[config.mk]
export PLATFORM = sky130hd
export DESIGN_NAME = lsu_data_port
export DESIGN_NICKNAME = d
export VERILOG_FILES = /design/src/rtl/lsu_data_port_pkg.sv /design/src/rtl/lsu_align.sv /design/src/rtl/lsu_data_port.sv
export SDC_FILE = /design/constraint.sdc
export NUM_CORES = 1
export LEC_CHECK = 0
export BUFFER_PORTS_ARGS = -buffer_cell sky130_fd_sc_hd__buf_2
export CAP_MARGIN = 20
export CORE_MARGIN = 5
export CORE_UTILIZATION = 48
export CTS_CLUSTER_SIZE = 14
export DETAILED_ROUTE_END_ITERATION = 7
export PLACE_DENSITY = 0.83
export REMOVE_ABC_BUFFERS = 1
export SLEW_MARGIN = 20
export SYNTH_ARGS = -nofsm -noshare
export SYNTH_HDL_FRONTEND = slang
export SYNTH_SLANG_ARGS = --single-unit
[constraint.sdc]
create_clock -name clk -period 3 [get_ports clk]
set_input_delay 0 -clock clk [delete_from_list [all_inputs] [get_ports clk]]
set_output_delay 0 -clock clk [all_outputs]
set_load 0.01 [all_outputs]
[src/rtl/lsu_data_port_pkg.sv]
// Shared memory-access types and the LSU state encoding for the RV32I memory stage.
package lsu_data_port_pkg;

  typedef enum logic [3:0] {
    LB   = 4'h0,
    LH   = 4'h1,
    LW   = 4'h2,
    LBU  = 4'h4,
    LHU  = 4'h5,
    SB   = 4'h8,
    SH   = 4'h9,
    SW   = 4'hA,
    NONE = 4'hF
  } mem_access_type;

  typedef enum logic [1:0] {
    IDLE,
    REQ,
    WAIT,
    RESP
  } lsu_state;

  // Halfwords need addr[0]=0, words need addr[1:0]=0; bytes are always aligned.
  function automatic logic is_misaligned(mem_access_type access, logic [1:0] off);
    case (access)
      LH, LHU, SH: return off[0];
      LW, SW:      return off != 2'b00;
      default:     return 1'b0;
    endcase
  endfunction

endpackage

[src/rtl/lsu_align.sv]
// Byte-lane steering for stores and extract/extend for loads; purely combinational.
module lsu_align
  import lsu_data_port_pkg::*;
(
  input  mem_access_type access,
  input  logic [1:0]     offset,
  input  logic [31:0]    wdata,
  input  logic [31:0]    rword,
  output logic [3:0]     wstrb,
  output logic [31:0]    wdata_pos,
  output logic [31:0]    rdata_ext,
  output logic           misaligned
);

  logic [31:0] word;

  always_comb begin
    wstrb      = '0;
    wdata_pos  = '0;
    rdata_ext  = '0;
    misaligned = is_misaligned(access, offset);
    word       = rword >> {offset, 3'b000};
    case (access)
      SB: begin
        wstrb     = 4'b0001 << offset;
        wdata_pos = {4{wdata[7:0]}};
      end
      SH: begin
        wstrb     = 4'b0011 << offset;
        wdata_pos = {2{wdata[15:0]}};
      end
      SW: begin
        wstrb     = 4'hF;
        wdata_pos = wdata;
      end
      LB:      rdata_ext = {{24{word[7]}}, word[7:0]};
      LBU:     rdata_ext = {24'h0, word[7:0]};
      LH:      rdata_ext = {{16{word[15]}}, word[15:0]};
      LHU:     rdata_ext = {16'h0, word[15:0]};
      LW:      rdata_ext = word;
      default: ;
    endcase
  end

endmodule

[src/rtl/lsu_data_port.sv]
// Memory-stage load/store unit: one op at a time over a req/gnt/rvalid data port.
module lsu_data_port
  import lsu_data_port_pkg::*;
#(
  parameter int unsigned ADDR_WIDTH = 32
) (
  input  logic                  clk,
  input  logic                  rst,
  input  logic                  req_valid,
  output logic                  req_ready,
  input  logic [3:0]            req_access,
  input  logic [ADDR_WIDTH-1:0] req_addr,
  input  logic [31:0]           req_wdata,
  output logic                  resp_valid,
  input  logic                  resp_ready,
  output logic [31:0]           resp_data,
  output logic                  resp_misaligned,
  output logic                  mem_req,
  input  logic                  mem_gnt,
  output logic [ADDR_WIDTH-1:0] mem_addr,
  output logic                  mem_we,
  output logic [3:0]            mem_wstrb,
  output logic [31:0]           mem_wdata,
  input  logic                  mem_rvalid,
  input  logic [31:0]           mem_rdata
);

  lsu_state              state_q, state_d;
  mem_access_type        req_kind, access_q, al_access;
  logic [1:0]            off_q, al_offset;
  logic [3:0]            al_wstrb;
  logic [31:0]           al_wdata, al_rdata;
  logic                  al_mis;
  logic                  req_is_mem, req_is_store;
  logic [31:0]           resp_data_q;
  logic                  resp_mis_q;
  logic [ADDR_WIDTH-1:0] mem_addr_q;
  logic                  mem_we_q;
  logic [3:0]            mem_wstrb_q;
  logic [31:0]           mem_wdata_q;

  assign req_kind     = mem_access_type'(req_access);
  assign req_is_mem   = req_kind inside {LB, LH, LW, LBU, LHU, SB, SH, SW};
  assign req_is_store = req_kind inside {SB, SH, SW};

  // One aligner serves both phases: it sees the incoming op while idle (to decide
  // misalignment and lane positions) and the captured op afterwards (to extract loads).
  assign al_access = (state_q == IDLE) ? req_kind : access_q;
  assign al_offset = (state_q == IDLE) ? req_addr[1:0] : off_q;

  lsu_align u_align (
    .access     (al_access),
    .offset     (al_offset),
    .wdata      (req_wdata),
    .rword      (mem_rdata),
    .wstrb      (al_wstrb),
    .wdata_pos  (al_wdata),
    .rdata_ext  (al_rdata),
    .misaligned (al_mis)
  );

  always_comb begin
    state_d = state_q;
    case (state_q)
      IDLE: if (req_valid) state_d = (req_is_mem && !al_mis) ? REQ : RESP;
      REQ:  if (mem_gnt)   state_d = mem_we_q ? RESP : WAIT;
      WAIT: if (mem_rvalid) state_d = RESP;
      RESP: if (resp_ready) state_d = IDLE;
      default: state_d = IDLE;
    endcase
  end

  always_ff @(posedge clk) begin
    if (rst) begin
      state_q     <= IDLE;
      access_q    <= NONE;
      off_q       <= '0;
      resp_data_q <= '0;
      resp_mis_q  <= 1'b0;
      mem_addr_q  <= '0;
      mem_we_q    <= 1'b0;
      mem_wstrb_q <= '0;
      mem_wdata_q <= '0;
    end else begin
      state_q <= state_d;
      case (state_q)
        IDLE: if (req_valid) begin
          access_q    <= req_kind;
          off_q       <= req_addr[1:0];
          resp_data_q <= '0;
          resp_mis_q  <= req_is_mem && al_mis;
          if (state_d == REQ) begin
            mem_addr_q  <= {req_addr[ADDR_WIDTH-1:2], 2'b00};
            mem_we_q    <= req_is_store;
            mem_wstrb_q <= al_wstrb;
            mem_wdata_q <= al_wdata;
          end
        end
        WAIT: if (mem_rvalid) resp_data_q <= al_rdata;
        default: ;
      endcase
    end
  end

  assign req_ready       = (state_q == IDLE);
  assign resp_valid      = (state_q == RESP);
  assign resp_data       = resp_data_q;
  assign resp_misaligned = resp_mis_q;
  assign mem_req         = (state_q == REQ);
  assign mem_addr        = mem_addr_q;
  assign mem_we          = mem_we_q;
  assign mem_wstrb       = mem_wstrb_q;
  assign mem_wdata       = mem_wdata_q;

endmodule

# After elaboration in Yosys (flattened, before gate mapping)
# Cells that the tools add are included.
[word_totals]
regBits = 108
input_bits = 106
output_inout_bits = 105
wordCells = 63
[op_classes]
eq_ne = 20
n_shift = 3
muxes = 16
reduce_logical = 15
[ops]
columns = ["op", "n"]
rows = [
  ["$pmux W32 S5", 1],
  ["$pmux W32 S3", 1],
  ["$mux W32", 2],
  ["$pmux W32 S2", 1],
  ["$shr A32 B5 Y32", 1],
  ["$eq A4 B4 Y1 const B", 6],
  ["$eq A4 B3 Y1 const B", 4],
  ["$mux W2", 6],
  ["$pmux W4 S3", 1],
  ["$eq A4 B1 Y1 const B", 2],
  ["$eq A4 B2 Y1 const B", 2],
  ["$logic_not A4 Y1", 2],
  ["$pmux W2 S4", 1],
  ["$reduce_bool A8 Y1", 1],
  ["$reduce_and A3 Y1", 2],
  ["$eq A2 B1 Y1 const B", 2],
  ["$eq A2 B2 Y1 const B", 2],
  ["$mux W4", 1],
  ["$ne A2 B2 Y1 const B", 2],
  ["$reduce_bool A2 Y1", 2],
  ["$shl A1 B2 Y4 const A", 1],
  ["$shl A2 B2 Y4 const A", 1],
  ["$reduce_bool A3 Y1", 1],
  ["$reduce_or A3 Y1", 1],
  ["other kinds (7)", 8],
]

# Depth between registers and ports, before layout
# Gate-level depths: netlist of the first run.
[logic_depth]
depth_word = 12
mapped_depth = 10
mapped_depth_nobuf = 7

# Cells and area by module
# A second synthesis of the first run with hierarchy kept.
[unflattened]
hier_cells = 724
area_unflattened_um2 = 5843.1
[by_module_without_submodules]
columns = ["mod", "n_inst", "cells_per_inst", "area_per_inst_um2", "seq_area_each_um2"]
rows = [
  ["lsu_data_port", 1, 500, 4413.0, 2162.1],
  ["lsu_align", 1, 224, 1430.1, 0.0],
]

# Worst setup path before layout of the first run
# No wires, ideal clock.
[synth_path]
path_type = "register to register"
start = "register state_q[0]"
end = "register resp_data_q[25] (netlist: resp_data[25])"
setup_ns = 0.060
arrival_ns = 2.228
t_required_ns = 2.940
slack_ns = 0.713
path_stages_with_launch = 10
n_path_buf = 2
period_less_slack_ns = 2.287
path_cell_list = "dfxtp_1 or2_4 inv_2 mux2_4 or4b_1 a221o_1 buf_6 o21ai_4 buf_6 a221o_2"
[synth_between]
elab_chain_len = 6
word_cells_on_any_way = 17
classes_between = "eq/ne: 7; shift: 1; mux: 5; reduce/logical: 4"
[synth_lines]
columns = ["item", "line_no", "rtl"]
rows = [
  ["start, declared", "lsu_data_port.sv:28", "lsu_state state_q, state_d;"],
  ["start signal, assigned", "lsu_data_port.sv:85", "state_q <= state_d;"],
  ["$logic_not A2 Y1", "lsu_data_port.sv:48, lsu_data_port.sv:49, lsu_data_port.sv:86", ""],
  ["$mux W2 or $mux W4 (tied branches)", "lsu_data_port.sv:49, lsu_data_port.sv:48", ""],
  ["$shr A32 B5 Y32 (tied with other cells)", "lsu_align.sv:22", "word = rword >> {offset, 3'b000};"],
  ["$pmux W32 S5", "lsu_align.sv:23", "case (access)"],
  ["$mux W32", "lsu_data_port.sv:99", "WAIT: if (mem_rvalid) resp_data_q <= al_rdata;"],
  ["$pmux W32 S2", "lsu_data_port.sv:86", "case (state_q)"],
  ["end signal, assigned", "lsu_data_port.sv:99", ""],
  ["end, declared", "lsu_data_port.sv:35", "logic [31:0] resp_data_q;"],
]
# Several ways; a longest one is shown, not always the timed one. The select of a mux whose other input is x is not followed.
# A chain may end at the register's enable or synchronous reset.

# Worst setup path in the final report of the first run
[layout_path]
start = "register state_q[0]"
end = "register resp_data_q[24] (netlist: resp_data[24])"
# The elaborated chain is that of the path after synthesis.

==> results of run 1 <==
[through the flow]
step	TNS (ns)	power (uW)	hold WS [ns]	setup WS, ns
2_1_floorplan	-67.03	2109	0.06907	-1.129
3_3_place_gp	0	2475	0.2413	0.3195
3_5_place_dp	0	2498	0.2470	0.2225
4_1_cts	0	3408	0.00007985	0.2161
5_1_grt	0	3602	0.007457	0.04078
6_report	0	3420	0.01985	0.1592
[synthesized netlist by cell type (7+ instances only)]
cell type and count:
sky130_fd_sc_hd__a22o_1 16, sky130_fd_sc_hd__o21ai_0 15, sky130_fd_sc_hd__a221o_2 7, sky130_fd_sc_hd__nor2_1 10, sky130_fd_sc_hd__nor3b_2 7, sky130_fd_sc_hd__a22oi_1 9
sky130_fd_sc_hd__nand3_1 27, sky130_fd_sc_hd__nand3b_1 8, sky130_fd_sc_hd__a21oi_1 71, sky130_fd_sc_hd__buf_2 14, sky130_fd_sc_hd__nand2b_1 8, sky130_fd_sc_hd__a32o_1 7
sky130_fd_sc_hd__clkbuf_1 26, sky130_fd_sc_hd__dfxtp_1 108, sky130_fd_sc_hd__a221o_1 9, sky130_fd_sc_hd__mux2i_1 22, sky130_fd_sc_hd__nand2_1 160, sky130_fd_sc_hd__a31o_2 8
[layout make-up]
| class | instances | area [um2] |
|---|---|---|
| Timing Repair Buffer | 292 | 1847 |
| Multi-Input combinational cell | 447 | 2669 |
| Fill cell | 793 | 3286 |
| Sequential cell | 108 | 2162 |
| Clock inverter | 6 | 56.30 |
| Tap cell | 136 | 170.2 |
| Antenna cell | 1 | 2.502 |
| Inverter | 1 | 3.754 |
| Clock buffer | 10 | 127.6 |
[power by group]
part	internal (uW)	total [uW]	switching (uW)
sequential	1490	1550	57.5
combinational	425	1020	593
clock	321	852	531
[sequential cells by signal, summed over array words and instances (netlist names)]
| register | count |
|---|---|
| mem_addr | 30 |
| mem_we | 1 |
| resp_data | 32 |
| state_q | 2 |
| access_q | 4 |
| resp_misaligned | 1 |
| mem_wstrb | 4 |
| off_q | 2 |
| mem_wdata | 32 |
[worst register-to-register path, cell delays in order (launching register included)]
cell and delay, ns:
sky130_fd_sc_hd__dfxtp_1 0.43, sky130_fd_sc_hd__or2_4 0.36, sky130_fd_sc_hd__inv_2 0.18, sky130_fd_sc_hd__buf_4 0.25
sky130_fd_sc_hd__mux2i_1 0.24, sky130_fd_sc_hd__or4b_1 0.47, sky130_fd_sc_hd__a221o_1 0.44, sky130_fd_sc_hd__o21ai_4 0.23
sky130_fd_sc_hd__a221o_1 0.19
[timing repair]
action | in CTS | in global routing
gates resized for setup | 0 | 0
hold buffers | 64 | 1
hold endpoints to repair | 63 | 1
[cell families after synthesis]
group                     after synthesis
DFF                                   108
and+or+nand+nor                       244
AOI/OAI and AO/OA                     172
muxes                                  28
xor gates and xnor gates                1
buffers and inverters                  50
other                                   1
[metal layers]
metal | global-route usage | wire length, um
met1 | 0.3451 | 7212
met2 | 0.4554 | 8682
met3 | 0.06845 | 1849
met4 | 0.08814 | 420
met5 | 0 | 0
[worst min path at each step]
| stage | start | endpoint | slack (ns) |
|---|---|---|---|
| after floorplan | rst | mem_addr[10]$_SDFFE_PP0P_ | 0.07 |
| after detailed placement | req_addr[13] | mem_addr[13]$_SDFFE_PP0P_ | 0.25 |
| after global routing | req_wdata[11] | mem_wdata[27]$_SDFFE_PP0P_ | 0.007 |
| after CTS | mem_rdata[16] | resp_data[16]$_SDFFE_PP0P_ | 0.00008 |
| final | mem_rdata[13] | resp_data[5]$_SDFFE_PP0P_ | 0.02 |
| after global placement | req_addr[29] | mem_addr[29]$_SDFFE_PP0P_ | 0.24 |
==> out/summary.txt, run 1 <==
Cell at the root of the clock tree: sky130_fd_sc_hd__clkbuf_8
Sum of overflow across all layers after global routing: 0
Final routed wire length divided by cell count: 18.15 um
#FFs+latches synth: 108
Die W: 112.8 um
Share of the core filled with cells: 0.6817
Data required time at the worst endpoint: 3.31 ns
R2r endpoint: resp_data[24]$_SDFFE_PP0P_
Number of nets in the layout: 965
Port Buffer Count: 208
Count of buffering cells on the critical path with inverters included: 2
Commonest register cell after synthesis: sky130_fd_sc_hd__dfxtp_1
Clock Sinks: 108
Share of synthesized area spent on multiplexers: 0.06023
Router iterations before antenna repair: 5
TritonCTS Buffers: 9
Actual slew at the worst max-slew pin: 0.8802 ns
Max Transition Viols Final: 0
Instance count of the mapped netlist: 604
Ys async rst share: 0
Via count of the first global-routing pass: 5497
Max rail drop VDD: 0.3192 mV
RSZ-0062 raised after global routing: false
Library cell contributing the largest single delay on the critical path: sky130_fd_sc_hd__or4b_1
Cell variety after synth: 56
Layout-stage area growth over the synthesis result: 38.85%
Commonest cells after routing, fill and taps aside: sky130_fd_sc_hd__buf_2, sky130_fd_sc_hd__nand2_1, sky130_fd_sc_hd__dfxtp_1
Fraction of synthesized cell area in xor and xnor cells: 0.001728
H-tree depth: 3
Total of warnings raised by yosys: 0
Number of core rows: 37
Initial standard-cell utilization of the core: 0.4910
MaxCap Viol Count: 0
Post-route antenna net violation count: 0
Drt drc: 0
DP Wirelength: 12120 um
Syn_area_per_cell: 8.392 um2
TritonCTS clock tree: built
Setup slack of the worst register-to-register path: 0.16 ns
Die Y-Extent: 112.8 um
Stage delay of the slowest cell on the critical path: 0.47 ns
Number of setup violations in the final report: 0
Final std cells w/o fill: 1001
Total placed instance area: 0.006201 mm2
Compound-cell area share of the yosys netlist: 0.2348
Total setup buffers inserted after CTS: 0
Total count of hold-check failures in the final report: 0
Drt via density: 5.676
Number of synthesized flops with an enable pin: 0
Period utilization: 0.9469
Delay-heaviest family, CP: compound AO/OA/AOI/OAI gates
Type of origin of the critical path: register
Kind of end point of the critical path: register
Pin count of the biggest net entering global routing: 74
Clock insertion delay at the later pin of the skew report: 0.37 ns
Number of antenna violations at the first check in global routing: 1
Final min period: 2.841 ns
Most common cell after layout, fill and taps aside: sky130_fd_sc_hd__buf_2
Worst slew slack as a fraction of its limit: 0.4096
Summed area of non-filler cells in the final layout: 0.007038 mm2
Worst Hold Path Cells: 4
Core area: 0.01032 mm2
Top-Level Pins: 211
Launch point of the worst reg-to-reg path: state_q[0]$_SDFF_PP0_
Main combinational cell family by area after synthesis: compound AO/OA/AOI/OAI gates
Most repeated library cell on the critical path: sky130_fd_sc_hd__a221o_1
Leakage power summed over all cells: 0.003240 uW
Number of buffers on the longest clock path: 2
Cell types with the largest area share after synthesis: sky130_fd_sc_hd__dfxtp_1, sky130_fd_sc_hd__nand2_1, sky130_fd_sc_hd__a21oi_1, sky130_fd_sc_hd__mux2i_1, sky130_fd_sc_hd__a22o_1
Run status: finished clean
Largest fanout of any net on the critical path: 16
Overall routing resource usage: 0.2725
Power density of the placed cells: 485.9 mW/mm2
Series of cell instances along the critical path: or2_4, inv_2, buf_4, mux2i_1, or4b_1, a221o_1, o21ai_4, a221o_1
Routability-driven placement congestion ratio: 0.9253
Netlist area before placement: 0.005069 mm2
WP data arrival: 3.15 ns
Skew final: 0.008804 ns
Fraction of final layout cells sized beyond drive strength 1: 0.3287
Total routed wirelength: 18160 um
Register-to-Register Path Depth: 8
Clock slew at the register clock pins of the worst setup and hold paths: 0.11 ns
Cell count along the critical path: 8
Share of the synthesized area in the top cell type: 0.4266
Classification of the worst setup path: reg -> reg
Launch point of the critical path: state_q[0]$_SDFF_PP0_
Inst Count DP: 919
Detailed Route Iter0 Violations: 703
Adder-Cell Fraction of Synth Area: 0
Routed via count: 5682
Wire length of the first global-routing pass: 28320 um
Max Clk Rate: 0.3520 GHz
Die area: 0.01271 mm2
Class of the most critical hold timing path: in -> reg
Dominant cell type by area after synthesis: sky130_fd_sc_hd__dfxtp_1
Termination of the worst setup path: resp_data[24]$_SDFFE_PP0P_
Synthesized-area fraction occupied by and/or/nand/nor cells: 0.2251
Sequential fraction of the synthesis area: 0.4266
Note: power is estimated with default switching activity, not from simulation.
==> run 2: changes to the inputs <==
--- a/config.mk
+++ b/config.mk
@@ -11,9 +11,10 @@
 export CORE_UTILIZATION = 48
 export CTS_CLUSTER_SIZE = 14
 export DETAILED_ROUTE_END_ITERATION = 7
-export PLACE_DENSITY = 0.83
+export PLACE_DENSITY = 0.81
 export REMOVE_ABC_BUFFERS = 1
 export SLEW_MARGIN = 20
 export SYNTH_ARGS = -nofsm -noshare
 export SYNTH_HDL_FRONTEND = slang
+export SYNTH_HIERARCHICAL = 1
 export SYNTH_SLANG_ARGS = --single-unit
==> out/summary.txt, run 2 <==
Layout-stage area growth over the synthesis result: 31.22%
Worst slew slack as a fraction of its limit: 0.4367
Wire length of the first global-routing pass: 29190 um
Top-Level Pins: 211
Router iterations before antenna repair: 6
Final min period: 2.778 ns
Syn_area_per_cell: 8.071 um2
Min setup slack post-route: 0.2222 ns
Clock slew at the register clock pins of the worst setup and hold paths: 0.09 ns
Top cells by count, synth: sky130_fd_sc_hd__nand2_1, sky130_fd_sc_hd__dfxtp_1, sky130_fd_sc_hd__mux2i_1
Netlist area before placement: 0.005843 mm2
Most common cell after layout, fill and taps aside: sky130_fd_sc_hd__nand2_1
RSZ-0062 raised after global routing: false
Number of buffers on the longest clock path: 2
Max rail drop VDD: 0.2962 mV
Max Transition Viols Final: 0
Antenna fix cells: 0
TritonCTS clock tree: built
Series of cell instances along the critical path: nor2_4, mux2_2, nor2b_1, a21o_1, a22o_1, nand3b_1, a22oi_1, nor3_4, buf_12, buf_12, mux2i_1
Total placed instance area: 0.006930 mm2
Instance count of the mapped netlist: 724
Largest fanout of any net on the critical path: 34
Detailed Route Iter0 Violations: 570
Pin count of the biggest net entering global routing: 120
Data required time at the worst endpoint: 3.28 ns
Sequential fraction of the synthesis area: 0.3700
Period utilization: 0.9259
Number of setup violations in the final report: 0
H-tree depth: 3
Die area: 0.01448 mm2
Number of core rows: 40
Total routed wirelength: 18880 um
Initial standard-cell utilization of the core: 0.4885
Overall routing resource usage: 0.2478
Drt via density: 5.603
Share of the synthesized area in the top cell type: 0.3700
Cell at the root of the clock tree: sky130_fd_sc_hd__clkbuf_16
Post-route antenna net violation count: 0
Sum of overflow across all layers after global routing: 0
Share of the core filled with cells: 0.6410
Die W: 120.3 um
Core area: 0.01196 mm2
Cell types with the largest area share after synthesis: sky130_fd_sc_hd__dfxtp_1, sky130_fd_sc_hd__mux2i_1, sky130_fd_sc_hd__nand2_1, sky130_fd_sc_hd__a21oi_1, sky130_fd_sc_hd__nand4b_1
Via count of the first global-routing pass: 5708
Actual slew at the worst max-slew pin: 0.8431 ns
Total of warnings raised by yosys: 6
Routability-driven placement congestion ratio: 0.8467
#FFs+latches synth: 108
MaxCap Viol Count: 0
Die Y-Extent: 120.3 um
Kind of end point of the critical path: register
Ys async rst share: 0
Fraction of final layout cells sized beyond drive strength 1: 0.2794
WP data arrival: 3.05 ns
TritonCTS Buffers: 9
Stage delay of the slowest cell on the critical path: 0.45 ns
Count leader, synth: sky130_fd_sc_hd__nand2_1
Library cell contributing the largest single delay on the critical path: sky130_fd_sc_hd__mux2_2
DP Worst Slack: 0.2526 ns
Delay-heaviest family, CP: simple AND/OR/NAND/NOR gates
Power density of the placed cells: 504.7 mW/mm2
Count of buffering cells on the critical path with inverters included: 2
Final std cells w/o fill: 1092
Run status: finished clean
Routed via count: 6119
Final routed wire length divided by cell count: 17.29 um
Port Buffer Count: 208
Summed area of non-filler cells in the final layout: 0.007667 mm2
Cell variety after synth: 45
Number of gates resized after CTS: 0
Class of the most critical hold timing path: in -> reg
Number of antenna violations at the first check in global routing: 1
Commonest cells after routing, fill and taps aside: sky130_fd_sc_hd__nand2_1, sky130_fd_sc_hd__buf_2, sky130_fd_sc_hd__dfxtp_1
Number of synthesized flops with an enable pin: 0
Dominant cell type by area after synthesis: sky130_fd_sc_hd__dfxtp_1
Max Clk Rate: 0.3600 GHz
Inst Count DP: 1034
Skew final: 0.01214 ns
Total count of hold-check failures in the final report: 0
Clock insertion delay at the later pin of the skew report: 0.36 ns
Leakage power summed over all cells: 0.003285 uW
Number of nets in the layout: 1046
Commonest register cell after synthesis: sky130_fd_sc_hd__dfxtp_1
Clock Sinks: 108
Most repeated library cell on the critical path: sky130_fd_sc_hd__buf_12
Classification of the worst setup path: reg -> reg
Drt drc: 0
DP Wirelength: 11990 um
Type of origin of the critical path: register
## run 2: cell types whose count changed after synthesis, sizes merged, moves of 16 or more
cell	change
a21o	+16
nand4b	+32
nand2	+53
nand3	-16
a221o	-16
mux2i	+60
## run 2: final timing paths
check | slack [ns] | to | start | cells after the start
setup / recovery | 0.22 | mem_addr[16]$_SDFFE_PP0P_ | state_q[1]$_SDFF_PP0_ | 11
hold / removal | 0.0002 | state_q[0]$_SDFF_PP0_ | mem_gnt | 4
setup reg to reg | 0.22 | mem_addr[16]$_SDFFE_PP0P_ | state_q[1]$_SDFF_PP0_ | 11
hold reg to reg | 0.45 | resp_data[5]$_SDFFE_PP0P_ | resp_data[5]$_SDFFE_PP0P_ | 2
## run 2: cells by family after synthesis
kind of cell           synth area share
AOI/OAI and AO/OA                0.1516
buffers and inverters           0.06188
DFF                              0.3700
muxes                            0.1612
other                         0.0006418
and+or+nand+nor                  0.2546
## run 2: per-layer routing
metal | wire length [um] | up-vias | track usage
met5 | 20 | - | 0
met4 | 288 | 2 | 0.06728
met3 | 2210 | 29 | 0.08793
met2 | 8736 | 327 | 0.4117
met1 | 7623 | 2834 | 0.3055
li1 | - | 2927 | -
## run 2: what timing repair did
item / in CTS / in global routing
endpoints found under the setup margin: 0 / 0
hold endpoints to repair: 41 / 0
hold buffers: 41 / 0
setup buffers: 0 / 0
## run 2: final cells by class
cell class / instances / area, um2
Clock buffer: 9 / 225.2
Tap cell: 147 / 183.9
Timing Repair Buffer: 272 / 1669
Clock inverter: 7 / 73.82
Multi-Input combinational cell: 544 / 3332
Sequential cell: 108 / 2162
Inverter: 5 / 21.27
Fill cell: 957 / 4294
## run 2: worst reg2reg max path, stage by stage (launching register included)
cell and delay [ns]:
sky130_fd_sc_hd__dfxtp_1 0.34, sky130_fd_sc_hd__nor2_4 0.23, sky130_fd_sc_hd__mux2_2 0.46, sky130_fd_sc_hd__nor2b_1 0.17, sky130_fd_sc_hd__a21o_1 0.15, sky130_fd_sc_hd__a22o_1 0.19, sky130_fd_sc_hd__nand3b_1 0.08, sky130_fd_sc_hd__a22oi_1 0.11
sky130_fd_sc_hd__nor3_4 0.22, sky130_fd_sc_hd__buf_12 0.27, sky130_fd_sc_hd__buf_12 0.23, sky130_fd_sc_hd__mux2i_1 0.25
## run 2: through the flow
step           total power (uW)  setup TNS (ns)  hold slack, ns
3_5_place_dp               2613               0          0.2567
5_1_grt                    4038               0         0.02072
2_1_floorplan              2239         -240.21         0.06907
6_report                   3869               0       0.0001602
3_3_place_gp               2597               0          0.2475
4_1_cts                    3848               0        0.002229
## run 2: power by group
group | switching (uW) | leakage, uW | total, uW | internal (uW)
logic | 672 | 0.00226 | 1140 | 467
clock network | 622 | 0.000147 | 1210 | 593
registers | 29.8 | 0.000874 | 1520 | 1490
total | 1320 | 0.00329 | 3870 | 2550
==> run 3: changes to the inputs <==
--- a/config.mk
+++ b/config.mk
@@ -12,6 +12,7 @@
 export CTS_CLUSTER_SIZE = 14
 export DETAILED_ROUTE_END_ITERATION = 7
 export PLACE_DENSITY = 0.81
+export RECOVER_POWER = 100
 export REMOVE_ABC_BUFFERS = 1
 export SLEW_MARGIN = 20
 export SYNTH_ARGS = -nofsm -noshare
==> constraint.sdc (replaced) <==
create_clock -name clk -period 3.1 [get_ports clk]
set_input_delay 0 -clock clk [delete_from_list [all_inputs] [get_ports clk]]
set_output_delay 0 -clock clk [all_outputs]
set_load 0.01 [all_outputs]
==> out/summary.txt, run 3 (synthesis gave the netlist of run 2 again) <==
RSZ-0062 raised after global routing: false
Pin count of the biggest net entering global routing: 105
Overall routing resource usage: 0.2444
Cts-stage hold buffer count: 40
Most common cell after layout, fill and taps aside: sky130_fd_sc_hd__nand2_1
Layout-stage area growth over the synthesis result: 27.56%
Cell at the root of the clock tree: sky130_fd_sc_hd__clkbuf_16
Max Transition Viols Final: 0
Launch point of the worst reg-to-reg path: state_q[1]$_SDFF_PP0_
Worst Hold Path Cells: 5
Commonest cells after routing, fill and taps aside: sky130_fd_sc_hd__nand2_1, sky130_fd_sc_hd__dfxtp_1, sky130_fd_sc_hd__buf_2
Setup slack of the worst register-to-register path: 0.20 ns
Run status: finished clean
Launch point of the worst hold path: req_wdata[18]
Leakage power summed over all cells: 0.002799 uW
Wire length of the first global-routing pass: 29040 um
Final TNS setup: 0 ns
Top-Level Pins: 211
Core area: 0.01196 mm2
DP Wirelength: 11860 um
Antenna fix cells: 0
Fraction of final layout cells sized beyond drive strength 1: 0.1663
Number of gates resized after CTS: 0
Number of core rows: 40
Post-route antenna net violation count: 0
Die area: 0.01448 mm2
Period utilization: 0.9342
Die W: 120.3 um
Kind of end point of the critical path: register
Power density of the placed cells: 495.3 mW/mm2
Via count of the first global-routing pass: 5820
Clock Sinks: 108
Final routed wire length divided by cell count: 16.66 um
Die Y-Extent: 120.3 um
Classification of the worst setup path: reg -> reg
Launch point of the critical path: state_q[1]$_SDFF_PP0_
Worst slew slack as a fraction of its limit: 0.3393
Number of nets in the layout: 1039
Smallest hold slack: 0.007290 ns
Max rail drop VDD: 0.2850 mV
Summed area of non-filler cells in the final layout: 0.007453 mm2
Number of antenna violations at the first check in global routing: 1
Total placed instance area: 0.006880 mm2
Data required time at the worst endpoint: 3.38 ns
Endpoint of the worst hold path: mem_wdata[18]$_SDFFE_PP0P_
Actual slew at the worst max-slew pin: 0.9910 ns
Number of buffers on the longest clock path: 2
Total count of hold-check failures in the final report: 0
Detailed Route Iter0 Violations: 613
TritonCTS Buffers: 9
H-tree depth: 3
Port Buffer Count: 208
Class of the most critical hold timing path: in -> reg
Number of setup violations in the final report: 0
Final min period: 2.896 ns
Largest fanout of any net on the critical path: 39
TritonCTS clock tree: built
MaxCap Viol Count: 0
Clock insertion delay at the later pin of the skew report: 0.36 ns
Skew final: 0.01581 ns
Sum of overflow across all layers after global routing: 0
Layout fillers: 1068
Routed via count: 6006
Initial standard-cell utilization of the core: 0.4885
Routability-driven placement congestion ratio: 0.8166
Type of origin of the critical path: register
R2r endpoint: mem_wdata[12]$_SDFFE_PP0P_
Register-to-Register Path Depth: 11
Total routed wirelength: 18080 um
Clock slew at the register clock pins of the worst setup and hold paths: 0.09 ns
Max Clk Rate: 0.3453 GHz
Total setup buffers inserted after CTS: 0
Drt drc: 0
Router iterations before antenna repair: 4
WP data arrival: 3.17 ns
Drt via density: 5.535
==> run 3: cell types whose count changed in the layout (fill, tap and decap cells not counted), moves of 2 or more <==
| cell | delta |
|---|---|
| sky130_fd_sc_hd__o21ai_1 | -7 |
| sky130_fd_sc_hd__inv_8 | +2 |
| sky130_fd_sc_hd__buf_2 | -101 |
| sky130_fd_sc_hd__clkbuf_1 | +102 |
| sky130_fd_sc_hd__buf_4 | -6 |
| sky130_fd_sc_hd__inv_6 | -2 |
| sky130_fd_sc_hd__o21ai_0 | +7 |
| sky130_fd_sc_hd__clkinv_4 | -2 |
==> run 3: cell type report <==
cell class / instances / area [um2] / area share
repair buffers: 265 / 1451 / 0.1947
clock buffers: 9 / 225.2 / 0.03022
flip-flops and latches: 108 / 2162 / 0.2901
multi-input cells: 544 / 3324 / 0.4460
inverters: 5 / 21.27 / 0.002854
well taps: 147 / 183.9 / 0.02468
clock inverters: 7 / 85.08 / 0.01142
==> run 3: through the flow <==
step	utilization	total power [uW]	cells	setup slack (ns)
finish	0.6231	3692	1085	0.2040
global route	0.6231	3877	1085	0.02735
CTS	0.6346	3723	1085	0.2427
detailed placement	0.5752	2509	1029	0.2706
global placement	0.5752	2495	1029	0.3610
floorplan	-	2166	657	-3.633
==> run 3: worst max path at each step <==
stage / cells past startpoint / endpoint
6_report: 11 / mem_wdata[12]$_SDFFE_PP0P_
5_1_grt: 11 / mem_wstrb[0]$_SDFFE_PP0P_
4_1_cts: 11 / mem_wstrb[2]$_SDFFE_PP0P_
3_5_place_dp: 11 / mem_wstrb[0]$_SDFFE_PP0P_
3_3_place_gp: 11 / mem_addr[27]$_SDFFE_PP0P_
2_1_floorplan: 9 / mem_we$_SDFFE_PP0P_
==> run 3: power breakdown <==
group	internal [uW]	total (uW)	switching, uW	leakage (uW)
sequential	1440	1470	28.8	0.000874
combinational	417	1050	631	0.00178
clock	583	1180	595	0.000149
total	2440	3690	1250	0.00280
==> run 3: per-layer routing <==
metal / vias to the layer above / GRT usage / wire length [um]
met5: - / 0 / 18
met4: 2 / 0.06941 / 308
met1: 2797 / 0.3018 / 7476
met2: 267 / 0.4008 / 8367
li1: 2914 / - / -
met3: 26 / 0.09074 / 1904
==> run 3: critical path, cell delays in order, from the launching register on <==
cell	delay [ns]
sky130_fd_sc_hd__dfxtp_1	0.34
sky130_fd_sc_hd__nor2_4	0.22
sky130_fd_sc_hd__mux2_2	0.46
sky130_fd_sc_hd__nor2b_1	0.18
sky130_fd_sc_hd__a21o_1	0.15
sky130_fd_sc_hd__a22o_1	0.20
sky130_fd_sc_hd__nand3b_1	0.09
sky130_fd_sc_hd__a22oi_1	0.11
sky130_fd_sc_hd__nor3_4	0.21
sky130_fd_sc_hd__buf_12	0.29
sky130_fd_sc_hd__clkbuf_4	0.33
sky130_fd_sc_hd__mux2i_1	0.21
